**src/rtl/spi_ioc_pkg.sv**
```systemverilog
// Shared definitions for the SPI-to-IOC front end: command byte layout,
// module-select codes and the frame state machine encoding.
package spi_ioc_pkg;

    localparam logic [1:0] MOD_SYS_CTRL = 2'd0;
    localparam logic [1:0] MOD_IO_CTRL  = 2'd1;
    localparam logic [1:0] MOD_SMI_CTRL = 2'd2;

    localparam int MAX_MODULES = 4;

    localparam int CMD_DIR_BIT = 7;
    localparam int CMD_SEL_HI  = 6;
    localparam int CMD_SEL_LO  = 5;
    localparam int CMD_IOC_HI  = 4;
    localparam int CMD_IOC_LO  = 0;

    localparam logic DIR_WRITE = 1'b1;

    typedef enum logic [1:0] {
        ST_IDLE,
        ST_CMD,
        ST_DATA,
        ST_DONE
    } spi_state_e;

    function automatic logic [1:0] cmd_sel(input logic [7:0] cmd);
        return cmd[CMD_SEL_HI:CMD_SEL_LO];
    endfunction

endpackage

```
**src/rtl/spi_sync_edge.sv**
```systemverilog
// Two-flop synchronizer for an asynchronous pin with single-cycle
// rise/fall pulses derived from the synchronized level.
module spi_sync_edge #(
    parameter logic RESET_VAL = 1'b0
) (
    input  logic i_sys_clk,
    input  logic i_rst_b,
    input  logic i_pin,
    output logic o_level,
    output logic o_rise,
    output logic o_fall
);

    logic meta_reg;
    logic sync_reg;
    logic prev_reg;

    always_ff @(posedge i_sys_clk or negedge i_rst_b) begin
        if (!i_rst_b) begin
            meta_reg <= RESET_VAL;
            sync_reg <= RESET_VAL;
            prev_reg <= RESET_VAL;
        end else begin
            meta_reg <= i_pin;
            sync_reg <= meta_reg;
            prev_reg <= sync_reg;
        end
    end

    assign o_level = sync_reg;
    assign o_rise  = sync_reg & ~prev_reg;
    assign o_fall  = ~sync_reg & prev_reg;

endmodule

```
**src/rtl/spi_ioc_slave.sv**
```systemverilog
// SPI mode-0 slave that turns a command byte plus a data byte into IOC bus
// strobes, and shifts the selected module's read data back out on MISO.
module spi_ioc_slave
    import spi_ioc_pkg::*;
#(
    parameter int NUM_MODULES = 4
) (
    input  logic                     i_sys_clk,
    input  logic                     i_rst_b,
    input  logic                     i_spi_sck,
    input  logic                     i_spi_mosi,
    input  logic                     i_spi_cs_b,
    output logic                     o_spi_miso,
    output logic [4:0]               o_ioc,
    output logic [7:0]               o_data_out,
    input  logic [8*NUM_MODULES-1:0] i_data_in,
    output logic [NUM_MODULES-1:0]   o_cs,
    output logic                     o_fetch_cmd,
    output logic                     o_load_cmd
);

    logic sck_lvl_unused, sck_rise, sck_fall;
    logic mosi_lvl, mosi_rise_unused, mosi_fall_unused;
    logic cs_lvl, cs_rise, cs_fall;

    spi_sync_edge #(.RESET_VAL(1'b0)) u_sync_sck (
        .i_sys_clk (i_sys_clk), .i_rst_b (i_rst_b), .i_pin (i_spi_sck),
        .o_level (sck_lvl_unused), .o_rise (sck_rise), .o_fall (sck_fall)
    );
    spi_sync_edge #(.RESET_VAL(1'b0)) u_sync_mosi (
        .i_sys_clk (i_sys_clk), .i_rst_b (i_rst_b), .i_pin (i_spi_mosi),
        .o_level (mosi_lvl), .o_rise (mosi_rise_unused), .o_fall (mosi_fall_unused)
    );
    spi_sync_edge #(.RESET_VAL(1'b1)) u_sync_cs (
        .i_sys_clk (i_sys_clk), .i_rst_b (i_rst_b), .i_pin (i_spi_cs_b),
        .o_level (cs_lvl), .o_rise (cs_rise), .o_fall (cs_fall)
    );

    spi_state_e             state_reg, state_next;
    logic [2:0]             bit_cnt_reg, bit_cnt_next;
    logic [6:0]             shift_reg, shift_next;
    logic [1:0]             sel_reg, sel_next;
    logic                   dir_reg, dir_next;
    logic [4:0]             ioc_reg, ioc_next;
    logic [7:0]             data_out_reg, data_out_next;
    logic [NUM_MODULES-1:0] cs_reg, cs_next;
    logic                   fetch_reg, fetch_next;
    logic                   fetch_pend_reg, fetch_pend_next;
    logic                   load_reg, load_next;
    logic                   load_pend_reg, load_pend_next;
    logic [7:0]             miso_sr_reg, miso_sr_next;
    logic                   miso_reg, miso_next;
    logic [1:0]             settle_reg, settle_next;
    logic                   armed_reg, armed_next;

    logic [7:0]             shifted_byte;
    logic [1:0]             new_sel;
    logic [NUM_MODULES-1:0] cs_decode;
    logic [7:0]             rd_bytes [MAX_MODULES];
    logic                   frame_start, cmd_done, data_done;

    assign shifted_byte = {shift_reg, mosi_lvl};
    assign new_sel      = cmd_sel(shifted_byte);

    // Unmapped select codes read back as zero and decode to no chip select.
    genvar gi;
    generate
        for (gi = 0; gi < MAX_MODULES; gi++) begin : g_mod
            if (gi < NUM_MODULES) begin : g_map
                assign rd_bytes[gi]  = i_data_in[gi*8 +: 8];
                assign cs_decode[gi] = (new_sel == 2'(gi));
            end else begin : g_unmap
                assign rd_bytes[gi] = 8'h00;
            end
        end
    endgenerate

    // A CS fall is only honoured once CS_b has been seen high after reset,
    // so a frame interrupted by reset is ignored until the host re-frames.
    assign frame_start = (state_reg == ST_IDLE) && cs_fall && armed_reg;
    assign cmd_done    = (state_reg == ST_CMD) && sck_rise && !cs_rise && (bit_cnt_reg == 3'd7);
    assign data_done   = (state_reg == ST_DATA) && sck_rise && !cs_rise && (bit_cnt_reg == 3'd7);

    always_ff @(posedge i_sys_clk or negedge i_rst_b) begin
        if (!i_rst_b) begin
            state_reg <= ST_IDLE;
        end else begin
            state_reg <= state_next;
        end
    end

    always_comb begin
        state_next = state_reg;
        if (cs_rise) begin
            state_next = ST_IDLE;
        end else begin
            case (state_reg)
                ST_IDLE: if (frame_start) state_next = ST_CMD;
                ST_CMD:  if (cmd_done)    state_next = ST_DATA;
                ST_DATA: if (data_done)   state_next = ST_DONE;
                default: state_next = state_reg;
            endcase
        end
    end

    always_comb begin
        bit_cnt_next    = bit_cnt_reg;
        shift_next      = shift_reg;
        sel_next        = sel_reg;
        dir_next        = dir_reg;
        ioc_next        = ioc_reg;
        data_out_next   = data_out_reg;
        cs_next         = cs_reg;
        fetch_next      = 1'b0;
        fetch_pend_next = fetch_reg;
        load_next       = load_pend_reg;
        load_pend_next  = 1'b0;
        miso_sr_next    = miso_sr_reg;
        miso_next       = miso_reg;
        settle_next     = (settle_reg == 2'd2) ? settle_reg : settle_reg + 2'd1;
        armed_next      = armed_reg | ((settle_reg == 2'd2) && cs_lvl);

        if (frame_start) begin
            bit_cnt_next = 3'd0;
        end

        if ((state_reg == ST_CMD || state_reg == ST_DATA) && sck_rise && !cs_rise) begin
            shift_next   = shifted_byte[6:0];
            bit_cnt_next = bit_cnt_reg + 3'd1;
        end

        if (cmd_done) begin
            ioc_next   = shifted_byte[CMD_IOC_HI:CMD_IOC_LO];
            sel_next   = new_sel;
            dir_next   = shifted_byte[CMD_DIR_BIT];
            cs_next    = cs_decode;
            fetch_next = (shifted_byte[CMD_DIR_BIT] != DIR_WRITE);
        end

        if ((state_reg == ST_DATA) && (dir_reg != DIR_WRITE) && sck_fall && !cs_rise) begin
            miso_next    = miso_sr_reg[7];
            miso_sr_next = {miso_sr_reg[6:0], 1'b0};
        end

        // Read data is captured two cycles after fetch, giving the module time to respond.
        if (fetch_pend_reg) begin
            miso_sr_next = rd_bytes[sel_reg];
        end

        if (data_done && (dir_reg == DIR_WRITE)) begin
            data_out_next  = shifted_byte;
            load_pend_next = |cs_reg;
        end

        if (cs_rise) begin
            cs_next   = '0;
            miso_next = 1'b0;
        end
    end

    always_ff @(posedge i_sys_clk or negedge i_rst_b) begin
        if (!i_rst_b) begin
            bit_cnt_reg    <= '0;
            shift_reg      <= '0;
            sel_reg        <= '0;
            dir_reg        <= 1'b0;
            ioc_reg        <= '0;
            data_out_reg   <= '0;
            cs_reg         <= '0;
            fetch_reg      <= 1'b0;
            fetch_pend_reg <= 1'b0;
            load_reg       <= 1'b0;
            load_pend_reg  <= 1'b0;
            miso_sr_reg    <= '0;
            miso_reg       <= 1'b0;
            settle_reg     <= '0;
            armed_reg      <= 1'b0;
        end else begin
            bit_cnt_reg    <= bit_cnt_next;
            shift_reg      <= shift_next;
            sel_reg        <= sel_next;
            dir_reg        <= dir_next;
            ioc_reg        <= ioc_next;
            data_out_reg   <= data_out_next;
            cs_reg         <= cs_next;
            fetch_reg      <= fetch_next;
            fetch_pend_reg <= fetch_pend_next;
            load_reg       <= load_next;
            load_pend_reg  <= load_pend_next;
            miso_sr_reg    <= miso_sr_next;
            miso_reg       <= miso_next;
            settle_reg     <= settle_next;
            armed_reg      <= armed_next;
        end
    end

    assign o_spi_miso  = miso_reg;
    assign o_ioc       = ioc_reg;
    assign o_data_out  = data_out_reg;
    assign o_cs        = cs_reg;
    assign o_fetch_cmd = fetch_reg;
    assign o_load_cmd  = load_reg;

endmodule

```
**config.mk**
```make
export PLATFORM = sky130hd
export DESIGN_NAME = spi_ioc_slave
export DESIGN_NICKNAME = d
export VERILOG_FILES = /design/src/rtl/spi_ioc_pkg.sv /design/src/rtl/spi_sync_edge.sv /design/src/rtl/spi_ioc_slave.sv
export SDC_FILE = /design/constraint.sdc
export NUM_CORES = 1
export LEC_CHECK = 0
export ABC_AREA = 1
export BUFFER_PORTS_ARGS = -buffer_cell sky130_fd_sc_hd__buf_2
export CORE_ASPECT_RATIO = 0.6
export CORE_UTILIZATION = 54
export DETAILED_ROUTE_END_ITERATION = 7
export HOLD_SLACK_MARGIN = 0.05
export PLACE_DENSITY = 0.91
export SLEW_MARGIN = 40
export SYNTH_ARGS = -nofsm -noshare
export SYNTH_HDL_FRONTEND = slang
export SYNTH_SLANG_ARGS = --single-unit
```
**constraint.sdc**
```tcl
create_clock -name i_sys_clk -period 1.7 [get_ports i_sys_clk]
set_input_delay 0.17 -clock i_sys_clk [delete_from_list [all_inputs] [get_ports i_sys_clk]]
set_output_delay 0.17 -clock i_sys_clk [all_outputs]
set_load 0.02 [all_outputs]
```
* Word level (Yosys, flattened, before mapping)
Cells that the tools add are included.
** Cells by class
- $add $sub $neg :: 2
- Magnitude comparators :: 1
- Reduce and logical (&&, ||, !) cells :: 26
- Shift-type cells :: 0
- Bitwise logic cells :: 12
- Multiplexer cells :: 18
- Div/mod/pow operators :: 0
- Multiply operators :: 0
- Eq/ne operators :: 10
** Operator list (count)
- $mux W8 :: 4
- $bmux W8 S2 :: 1
- $logic_and A1 B1 Y1 :: 15
- $ne A3 B3 Y1 const B :: 3
- $eq A2 B2 Y1 const B :: 4
- $mux W2 :: 4
- $mux W4 :: 2
- $reduce_bool A2 Y1 :: 4
- $mux W3 :: 2
- $not A1 Y1 :: 6
- $pmux W2 S3 :: 1
- $and A1 B1 Y1 :: 4
- $eq A2 B1 Y1 const B :: 2
- $logic_not A2 Y1 :: 2
- $mux W1 :: 4
- $reduce_and A4 Y1 :: 1
- $reduce_bool A4 Y1 :: 1
- $reduce_or A4 Y1 :: 1
- $add A3 B1 Y3 const B :: 1
- $eq A3 B3 Y1 const B :: 1
- $ge A3 B3 Y1 const B :: 1
- $not A2 Y3 :: 1
- $add A2 B1 Y2 const B :: 1
- $logic_not A1 Y1 :: 1
- 2 further kinds :: 2
** Word-level totals
- Word-level logic and storage cells :: 93
- Register bits :: 56
- Memory bits (writable) :: 0
- Input bits :: 37
- Output and inout port bits :: 20
- Latch bits :: 0
- Memory bits (read-only) :: 0
- Memories :: 0

* Logic depth before layout (Yosys ltp)
- Depth in word-level cells :: 8
- Mapped depth :: 9
- Gate-level depth less buffers :: 9

* By module
From an unflattened synthesis, not the netlist that was laid out.
** Second synthesis, totals
- Cell total of the unflattened synthesis :: 298
- Area, all modules :: 2635.0 µm²
** By module, submodules not included
- spi_ioc_slave :: cells each 277, instances 1, area an instance 2361.0 µm²
- spi_sync_edge (u_sync_mosi ...) :: cells each 7, instances 2, area an instance 90.1 µm²
- spi_sync_edge (u_sync_cs) :: cells each 7, instances 1, area an instance 93.8 µm²

* Worst setup path before layout
Ideal clock, no wire load.
- Path type :: flip-flop to flip-flop
- Start :: reg state_reg[0]
- End :: reg miso_sr_reg[6]
- Clock period less this slack :: 1450 ps
- Path buffers :: 0
- Data arrival time :: 1327 ps
- Stages on the path, launching flop included :: 8
- Setup time :: 123 ps
- Setup slack :: 250 ps
- Cells stage by stage :: dfrtp_1 -> inv_1 -> ha_1 -> nand2_1 -> nor3_2 -> nand3_2 -> nor2_1 -> nor3_2
** Between the ends
- Cells in the longest elaborated chain, start to end :: 5
** Ends and longest elaborated chain
- from (decl) :: line spi_ioc_slave.sv:39 : spi_state_e state_reg, state_next;
- from (signal assigned) :: line spi_ioc_slave.sv:88 : state_reg <= state_next;
- $eq A2 B2 Y1 :: line spi_ioc_slave.sv:140 : if ((state_reg == ST_DATA) && (dir_reg != DIR_WRITE) && sck_fall && !cs_rise) begin
- $logic_and A1 B1 Y1 (3 in series) :: line spi_ioc_slave.sv:140
- $reduce_bool A2 Y1 (no source line)
- to (signal assigned) :: line spi_ioc_slave.sv:190 : miso_sr_reg <= miso_sr_next;
- to (decl) :: line spi_ioc_slave.sv:51 : logic [7:0] miso_sr_reg, miso_sr_next;
Every way passes these cells.
A chain may end at the register's enable or synchronous reset.

* Worst setup path in the final report
- Start :: reg state_reg[0]
- End :: reg miso_sr_reg[5]
Same word-level chain as after synthesis.

==> impl_metrics.csv <==
group,metric,value,unit
placed_design,port_buffers,56,
worst_hold_path,min_from,"i_data_in[0]",
floorplanning,initial_core_util,56.1,%
critical_path,crit_fanout,6,
worst_hold_path,whs_endpoint,"miso_sr_reg[0]$_DFFE_PN0P_",
timing,finalSetupViolations,0,
timing,period_needed,1600,ps
job,drv_cap,0,
placed_design,place_congestion,0.812,
critical_path,reg2reg_from,"state_reg[0]$_DFFE_PN0P_",
timing,hold_violations,0,
placed_design,dp.cells,382,
floorplanning,io_pins,57,
cts,cts-root-buf,"clkbuf_8",
global_route,antenna_found_initial,0,
synthesis,synth_area_leaders,"dfrtp_1 51%, nand2_1 8.0%, o21ai_2 4.8%, o21ai_0 4.7%, nand3_1 4.5%",
floorplanning,core_area,4590,um2
critical_path,required,1940,ps
routing,vias,2030,
worst_hold_path,hold_depth,5,
synthesis,ys_seq_area_share,54.5,%
synthesis,synth_top_area_cell,"dfrtp_1",
cts,cts.clk_slew.worst_paths,100,ps
routing,drc,0,
final_layout,syn2layout_area_growth,20.3,%
pwr,p_leak,1.57,nW
floorplanning,die_h,55.5,um
run_status,outcome,"completed",
global_route,grt-ovfl-total,0,
synthesis,synth.top_cell.area_share,51.5,%
global_route,grt_pass1_vias,1929,
floorplanning,die_width,91.2,um
critical_path,end_kind,"register",
cts,cts_tree,"yes",
global_route,grt_pass1_wl,8.45,mm
floorplanning,die_area,5060,um2
critical_path,worstRegToRegCells,8,
worst_hold_path,worstHoldPathType,"input port to register",
placed_design,place_ws,124,ps
cts,clk-insertion-delay-late,310,ps
critical_path,rrSetupSlack,100,ps
cts,cts_max_level,2,
pwr,power_density,1080,nW/um2
final_layout,antenna_cells,0,
cts,clock_sinks,56,
pwr,p_total,3.35,mW
synthesis,synth_nets,311,
synthesis,syn_inst,268,
cts,cts_buffers,5,
synthesis,ys_types,34,
final_layout,final_util,67.6,%
timing,max_freq,624,MHz
synthesis,synth_edf_count,0,
timing,slew_violations,0,
final_layout,final_cells,394,
timing,postLayoutSetupSlackWorst,96.4,ps
timing,maxSlewHeadroom,71.0,%
routing,ant_nets,0,
placed_design,dp_hpwl,3.76,mm
timing,skew,12.4,ps
critical_path,criticalPathCategory,"register to register",
synthesis,async_reset_ff_share,100,%
synthesis,syn_area_per_cell,9.61,um2
critical_path,regToRegEndpoint,"miso_sr_reg[5]$_DFFE_PN0P_",
routing,drt_iter0_drc,148,
global_route,grt_max_degree,39,
final_layout,final_layout_size_suffix_gt1_share,32.0,%
synthesis,ys.flop_type,"dfrtp_1",
synthesis,post-synth-top-count-cell,"nand2_1",
cts,clock_path_buffers,2,
global_route,grt_use_total,21.4,%
routing,wirelength,5.11,mm
timing,tightest_slew,435,ps
critical_path,worstPathArrival,1840,ps
synthesis,yosys_warnings,0,
timing,tns,0,ps
final_layout,final_nets,373,
placed_design,placed_cell_area,2920,um2
pwr,ir_drop,0.000470,V
timing,grt_setup_unrepaired,"true",
floorplanning,rows,19,
synthesis,syn_area,2580,um2
synthesis,yosys-top-cells-count,"55 x nand2_1, 53 x dfrtp_1, 24 x o21ai_0",
final_layout,fin_area,3100,um2
synthesis,synth_seq_cells,56,
critical_path,critPathLaunchType,"register",
routing,first_pass_iters,4,
routing,routed_via_density,5.15,
timing,finalCritPeriodShare,94.3,%
routing,wl_per_cell,13.0,um
timing,fin_hold_ws,207,ps
layout by cell type (no fill, tap or decap), drive strengths merged, types with 2 or more instances in the layout:
cell / netlist / routed
a21oi: 4 / 4
inv: 25 / 25
o22ai: 4 / 4
nand4: 2 / 2
dlygate4sd3: 0 / 4
nor2: 21 / 21
ha: 6 / 6
dfstp: 3 / 3
clkinv: 1 / 3
nand3: 27 / 27
nand2: 59 / 59
buf: 8 / 60
o21ai: 42 / 42
dfrtp: 53 / 53
nor3: 3 / 3
clkbuf: 1 / 5
nand3b: 4 / 4
o211ai: 2 / 2
critical path, cell delays in order (launching register included):
cell	delay, ps
dfrtp_1	400
inv_1	130
ha_1	190
nand2_1	100
nor3_4	250
nand2_2	160
nand3b_1	130
o21ai_1	70
nor2_1	90
how the worst max path moves through the flow:
stage / slack, ps / start / depth (start not counted) / end
5_1_grt: -10 / state_reg[0]$_DFFE_PN0P_ / 8 / miso_sr_reg[4]$_DFFE_PN0P_
3_5_place_dp: 120 / state_reg[0]$_DFFE_PN0P_ / 8 / state_reg[1]$_DFFE_PN0P_
2_1_floorplan: 250 / state_reg[0]$_DFFE_PN0P_ / 7 / miso_sr_reg[6]$_DFFE_PN0P_
3_3_place_gp: 210 / state_reg[0]$_DFFE_PN0P_ / 7 / miso_sr_reg[6]$_DFFE_PN0P_
6_report: 100 / state_reg[0]$_DFFE_PN0P_ / 8 / miso_sr_reg[5]$_DFFE_PN0P_
4_1_cts: 100 / state_reg[0]$_DFFE_PN0P_ / 7 / miso_sr_reg[6]$_DFFE_PN0P_
layer usage:
| layer | up-vias | GRT usage [%] | routed length [um] |
|---|---|---|---|
| met5 | - | 0 | 0 |
| li1 | 1007 | - | - |
| met3 | 10 | 5.23 | 301 |
| met1 | 957 | 30.0 | 2400 |
| met2 | 56 | 33.1 | 2340 |
| met4 | 0 | 7.26 | 70 |
repair_timing:
item                       in CTS  in global routing
hold endpoints to repair       21                  0
hold buffers                    4                  0
setup endpoints to repair       0                  6
setup buffers                   0                  0
resized for setup               0                  3
kinds of logic (layout without fill, tap and decap cells):
| family | Yosys count | count (layout) | synth area share, % |
|---|---|---|---|
| XOR/XNOR | 1 | 1 | 0.340 |
| AO/OA/AOI/OAI | 53 | 53 | 13.4 |
| flip-flops | 56 | 56 | 54.5 |
| adder cells (fa/ha/maj) | 6 | 6 | 2.91 |
| buffers and inverters | 35 | 98 | 6.22 |
| AND/OR/NAND/NOR | 117 | 117 | 22.6 |
report_power, final:
part / internal (mW) / leakage (nW) / switching [mW]
registers: 1.55 / 0.723 / 0.132
clock network: 0.444 / 0.0583 / 0.428
logic: 0.314 / 0.788 / 0.480
final cells by class:
class                      count  area [um2]
fill                         336        1490
sequential                    56        1410
multi-input combinational    177        1040
timing repair buffer          64         363
inverter                      26         100
tap                           63        78.8
clock buffer                   5        68.8
clock inverter                 3        47.5
Note: power is estimated with default switching activity, not from simulation.
